`src/rtl/uart_alu_ctrl.sv`:
```
// uart_alu_ctrl: frames three received bytes (operand A, operand B, opcode)
// for a combinational ALU, captures the result and hands it to uart_tx.
// A partial frame is dropped if the next byte does not arrive within
// TIMEOUT_CYC cycles. Bytes that arrive while a frame is being executed or
// transmitted are dropped and flagged with a sticky overrun bit.
//
// state   | meaning
// --------+------------------------------------------------------------
// IDLE    | waiting for operand A; only state with busy low
// GET_B   | A held, waiting for operand B (inter-byte timer running)
// GET_OP  | A/B held, waiting for opcode (inter-byte timer running)
// EXEC    | operands and opcode stable, ALU settling; result captured
// SEND    | tx_start high for this single cycle
// WAIT_TX | waiting for uart_tx to report the byte as sent

module uart_alu_ctrl #(
    parameter int NB_DATA     = 8,
    parameter int NB_OP       = 6,
    parameter int TIMEOUT_CYC = 100000
) (
    input  logic               clk,
    input  logic               reset,
    input  logic               rx_done_tick,
    input  logic [NB_DATA-1:0] rx_data,
    input  logic [NB_DATA-1:0] alu_result,
    input  logic               tx_done_tick,
    output logic [NB_DATA-1:0] alu_a,
    output logic [NB_DATA-1:0] alu_b,
    output logic [NB_OP-1:0]   alu_op,
    output logic [NB_DATA-1:0] tx_data,
    output logic               tx_start,
    output logic               busy,
    output logic               overrun,
    output logic               timeout_tick
);

    // The timer is a down-counter loaded with TIMEOUT_CYC-1 whenever a byte
    // is accepted; reaching zero without a byte means the frame has expired.
    localparam int CNT_W = (TIMEOUT_CYC > 1) ? $clog2(TIMEOUT_CYC) : 1;
    localparam logic [CNT_W-1:0] TO_LOAD =
        (TIMEOUT_CYC > 0) ? CNT_W'(TIMEOUT_CYC - 1) : '0;
    localparam bit TO_ENABLE = (TIMEOUT_CYC > 0);

    typedef enum logic [2:0] {
        IDLE    = 3'd0,
        GET_B   = 3'd1,
        GET_OP  = 3'd2,
        EXEC    = 3'd3,
        SEND    = 3'd4,
        WAIT_TX = 3'd5
    } state_t;

    state_t           state;
    logic [CNT_W-1:0] tmr;
    logic             tmr_expired;
    logic             byte_dropped;

    // Only the low NB_OP bits of the opcode byte carry meaning.
    logic unused_rx_hi;
    assign unused_rx_hi = ^rx_data;

    // Expiry and overrun qualifiers derived from the current state.
    assign tmr_expired  = TO_ENABLE && (tmr == '0);
    assign byte_dropped = rx_done_tick &&
                          ((state == EXEC) || (state == SEND) || (state == WAIT_TX));

    // Frame sequencer: state, timer and all registered outputs.
    always_ff @(posedge clk) begin
        if (reset) begin
            state        <= IDLE;
            tmr          <= '0;
            alu_a        <= '0;
            alu_b        <= '0;
            alu_op       <= '0;
            tx_data      <= '0;
            tx_start     <= 1'b0;
            busy         <= 1'b0;
            overrun      <= 1'b0;
            timeout_tick <= 1'b0;
        end else begin
            tx_start     <= 1'b0;
            timeout_tick <= 1'b0;

            case (state)
                IDLE: begin
                    if (rx_done_tick) begin
                        alu_a   <= rx_data;
                        overrun <= 1'b0;
                        tmr     <= TO_LOAD;
                        busy    <= 1'b1;
                        state   <= GET_B;
                    end
                end

                GET_B: begin
                    // A byte arriving on the expiry cycle still wins.
                    if (rx_done_tick) begin
                        alu_b <= rx_data;
                        tmr   <= TO_LOAD;
                        state <= GET_OP;
                    end else if (tmr_expired) begin
                        timeout_tick <= 1'b1;
                        busy         <= 1'b0;
                        state        <= IDLE;
                    end else if (TO_ENABLE) begin
                        tmr <= tmr - CNT_W'(1);
                    end
                end

                GET_OP: begin
                    if (rx_done_tick) begin
                        alu_op <= rx_data[NB_OP-1:0];
                        tmr    <= TO_LOAD;
                        state  <= EXEC;
                    end else if (tmr_expired) begin
                        timeout_tick <= 1'b1;
                        busy         <= 1'b0;
                        state        <= IDLE;
                    end else if (TO_ENABLE) begin
                        tmr <= tmr - CNT_W'(1);
                    end
                end

                EXEC: begin
                    // Opcode registered last cycle; the ALU has had a full
                    // cycle to settle before its result is captured.
                    tx_data  <= alu_result;
                    tx_start <= 1'b1;
                    state    <= SEND;
                end

                SEND: begin
                    state <= WAIT_TX;
                end

                WAIT_TX: begin
                    if (tx_done_tick) begin
                        busy  <= 1'b0;
                        state <= IDLE;
                    end
                end

                default: begin
                    busy  <= 1'b0;
                    state <= IDLE;
                end
            endcase

            if (byte_dropped) begin
                overrun <= 1'b1;
            end
        end
    end

endmodule

```
`config.mk`:
```
export PLATFORM = sky130hd
export DESIGN_NAME = uart_alu_ctrl
export DESIGN_NICKNAME = d
export VERILOG_FILES = /design/src/rtl/uart_alu_ctrl.sv
export SDC_FILE = /design/constraint.sdc
export NUM_CORES = 1
export LEC_CHECK = 0
export ABC_AREA = 1
export BUFFER_PORTS_ARGS = -buffer_cell sky130_fd_sc_hd__buf_2
export CAP_MARGIN = 20
export CORE_UTILIZATION = 48
export DETAILED_ROUTE_END_ITERATION = 7
export GPL_TIMING_DRIVEN = 0
export PLACE_DENSITY = 0.75
export SYNTH_ARGS = -nofsm -noshare
export SYNTH_HDL_FRONTEND = slang
export SYNTH_SLANG_ARGS = --single-unit
```
`constraint.sdc`:
```
create_clock -name clk -period 1.37 [get_ports clk]
set_input_delay 0.0685 -clock clk [delete_from_list [all_inputs] [get_ports clk]]
set_output_delay 0.0685 -clock clk [all_outputs]
set_load 0.01 [all_outputs]
```
==> impl_metrics.json <==
{
  "total_number_of_placement_rows": 25,
  "violations": "setup timing",
  "synth.yosys.seq_area_share": 0.4329,
  "dr_total_vias": 2550,
  "cap_violations": 0,
  "crit_fanout": 10,
  "fp.coreArea_um2": 4848,
  "cts_sinks": 54,
  "timing.reg2reg.setup_slack_ps": -200,
  "timing.critical_path.required_ps": 1550,
  "worst_r2r_endpoint": "tmr[7]",
  "drt.antenna.violating_nets": 0,
  "drv_slew": 0,
  "layout-area-overhead-vs-synth_pct": 33.57,
  "timing.critical_path.to_type": "register",
  "cellPowerDensity_nw_per_um2": 1288,
  "timing.critical_path.from_type": "register",
  "globalRouteMet3Util": 0.04607,
  "status": "complete, but fails checks",
  "final_layout_size_suffix_gt1_frac": 0.3145,
  "clkLatencyLatePin_ps": 320,
  "groute.layer.met1.usage": 0.3083,
  "io_pins": 54,
  "synth_warnings": 0,
  "placed_area_um2": 2843,
  "worst_ir_drop_vdd_uv": 770.1,
  "fp.dieArea_um2": 5495,
  "post-place-ws_ps": -445.5,
  "grt_pass1_vias": 2242,
  "finalWorstPathRequiredPeriod_ps": 1575,
  "number_of_nets_produced_by_synthesis": 381,
  "period_share": 1.149,
  "worst_r2r_src": "tmr[0]",
  "tritoncts": "done",
  "floorplan.die.width_um": 74.13,
  "drc_viols": 0,
  "detail_route.wl_per_cell_um": 12.89,
  "ctsLongestPathBuffers": 2,
  "arrival_ps": 1750,
  "global_route_wire_length_before_repair_um": 9867,
  "yosys_register_bits": 54,
  "dr.first_iter.drc_count": 139,
  "fillcell_total": 422,
  "setup_tns_final_ps": -3040,
  "n_antenna_cell": 0,
  "grt_setup_unrepaired": "yes",
  "number_of_setup_violations_in_the_final_report": 20,
  "placed_cells": 478,
  "cts_inserted_buffers": 5,
  "crit_type": "reg -> reg",
  "worst_slack_ps": -204.6,
  "clk_pin_slew_worst_paths_ps": 100,
  "min_path_type": "in -> reg",
  "grt.overflow.total": 0,
  "clock-skew-final_ps": 8.965,
  "numPortBuffers": 52,
  "postSynthAreaPerCell_um2": 6.957,
  "multiInputGateArea_um2": 1354,
  "syn-instance-count": 359,
  "number_of_antenna_violations_at_the_first_check_in_global_routing": 0,
  "max-slew-margin-rel": 0.4767,
  "final-seq-area_um2": 1095,
  "grt_max_degree": 18,
  "clock_tree_root_buffer_cell": "clkbuf_8",
  "cts-htree-levels": 2,
  "routed_wl_um": 6562,
  "place_congestion": 0.8443,
  "power.leakage_nw": 1.565,
  "viasPerCell": 5.010,
  "synthesis.area_um2": 2497,
  "gr-max-usage-layer": "met2",
  "finalInstanceArea_um2": 3336,
  "final_cell_count_no_fill": 509,
  "detailedRoute.firstPassIterationCount": 4,
  "worst_setup_path_endpoint": "tmr[7]",
  "initial_standard_cell_utilization_of_the_core": 0.5151,
  "number_of_nets_at_the_end_of_the_flow": 463,
  "ff2ff_path_depth": 11,
  "timing.fmax_ghz": 0.6351,
  "start_point_of_the_critical_path": "tmr[0]",
  "track_usage": 0.2355,
  "netlist-cell-type-count": 26,
  "tightest_slew_ps": 784.9,
  "grt.met2_usage": 0.3778,
  "hold_violations_final": 0,
  "detailedPlacementHpwl_um": 4230,
  "die_y_um": 74.13
}
-- placed cells by master (no fill, tap or decap), types with 6 or more instances in the layout --
master / count
nor2_1: 66
dlygate4sd3_1: 9
a21oi_1: 14
dfxtp_1: 49
nand3_1: 18
buf_2: 54
nand2_1: 58
a21oi_2: 7
clkbuf_8: 6
nand2_2: 10
buf_4: 10
o21ai_0: 37
inv_1: 36
nor2_2: 9
-- through the flow --
stage / power, mW / utilization / hold WS, ps
2_1_floorplan: 2.696 / - / 130.9
3_3_place_gp: 2.975 / 0.5863 / 290.1
3_5_place_dp: 3.009 / 0.5863 / 296.7
4_1_cts: 4.118 / 0.6545 / 15.53
5_1_grt: 4.553 / 0.6880 / 29.13
6_report: 4.297 / 0.6880 / 19.37
-- worst min path at each step --
stage	from	endpoint	slack [ps]	cells past startpoint
3_3_place_gp	alu_result[2]	tx_data[2]	290	3
4_1_cts	rx_data[7]	alu_b[7]	20	3
2_1_floorplan	reset	tmr[2]	130	1
5_1_grt	rx_data[6]	alu_b[6]	30	3
6_report	rx_data[7]	alu_b[7]	20	3
3_5_place_dp	alu_result[1]	tx_data[1]	300	3
-- sequential cells by signal, summed over array words and instances, names as in the netlist --
signal and cells:
tmr 17, tx_start 1, tx_data 8, overrun 1, alu_b 8, alu_a 8, busy 1, alu_op 6
timeout_tick 1, state 3
-- report_power, final --
part	switching, mW	internal [mW]
sequential	0.149	1.74
combinational	0.854	0.583
clock	0.553	0.417
-- Yosys cell counts --
library cell	number	area share
nor2_1	75	0.11
buf_8	1	0.0060
ha_1	2	0.010
nand4_1	5	0.013
o21bai_2	1	0.0045
dfxtp_1	54	0.43
a21oi_2	6	0.021
or2_2	2	0.0050
clkinv_1	1	0.0015
inv_2	2	0.0030
nor3_1	8	0.016
nand3_4	1	0.0070
nor3_4	1	0.0065
nand3_1	21	0.042
buf_1	1	0.0015
clkbuf_1	3	0.0045
nand2_4	2	0.0090
buf_2	2	0.0040
nor2_2	4	0.010
nand2_2	7	0.018
o21ai_0	39	0.078
nand2_1	63	0.095
nor2_4	1	0.0045
xor2_1	1	0.0035
a21oi_1	15	0.030
inv_1	41	0.062
-- logic make-up after synthesis --
group	after synthesis	share of synthesized area
xor+xnor	1	0.003508
flops	54	0.4329
fa+ha+maj	2	0.01002
buf+inv	51	0.08216
simple gates	190	0.3377
compound gates	61	0.1338
-- per-layer routing --
metal,part of all wire,vias up
met2,0.48,73
met1,0.45,1157
met5,0,-
li1,-,1301
met3,0.045,19
met4,0.029,0
-- critical path: stages (launching register included) --
cell and delay [ps]:
dfxtp_2 350, inv_4 80, ha_4 130, inv_2 20
nor2_1 70, nand2_1 90, nor2_4 150, nand3_4 140
nand2_8 160, inv_4 70, o21ai_0 110, a21oi_2 70
-- area by class of cell --
type                       instances  share of cell area
clock buffer                       6             0.02476
tap                               67             0.02513
inverter                          44             0.05214
sequential                        54              0.3282
timing repair buffer              75              0.1452
buffer                             7             0.01350
multi-input combinational        254              0.4059
clock inverter                     2            0.005251
-- repair_timing --
action                                 in CTS  in global routing
endpoints found under the hold margin      11                  0
hold buffers                                9                  0
setup buffers                              11                  2
setup endpoints to repair                  46                 43
gates resized for setup                    22                 32
pin swaps                                   2                 13
cloned                                      0                  1
Note: power is estimated with default switching activity, not from simulation.
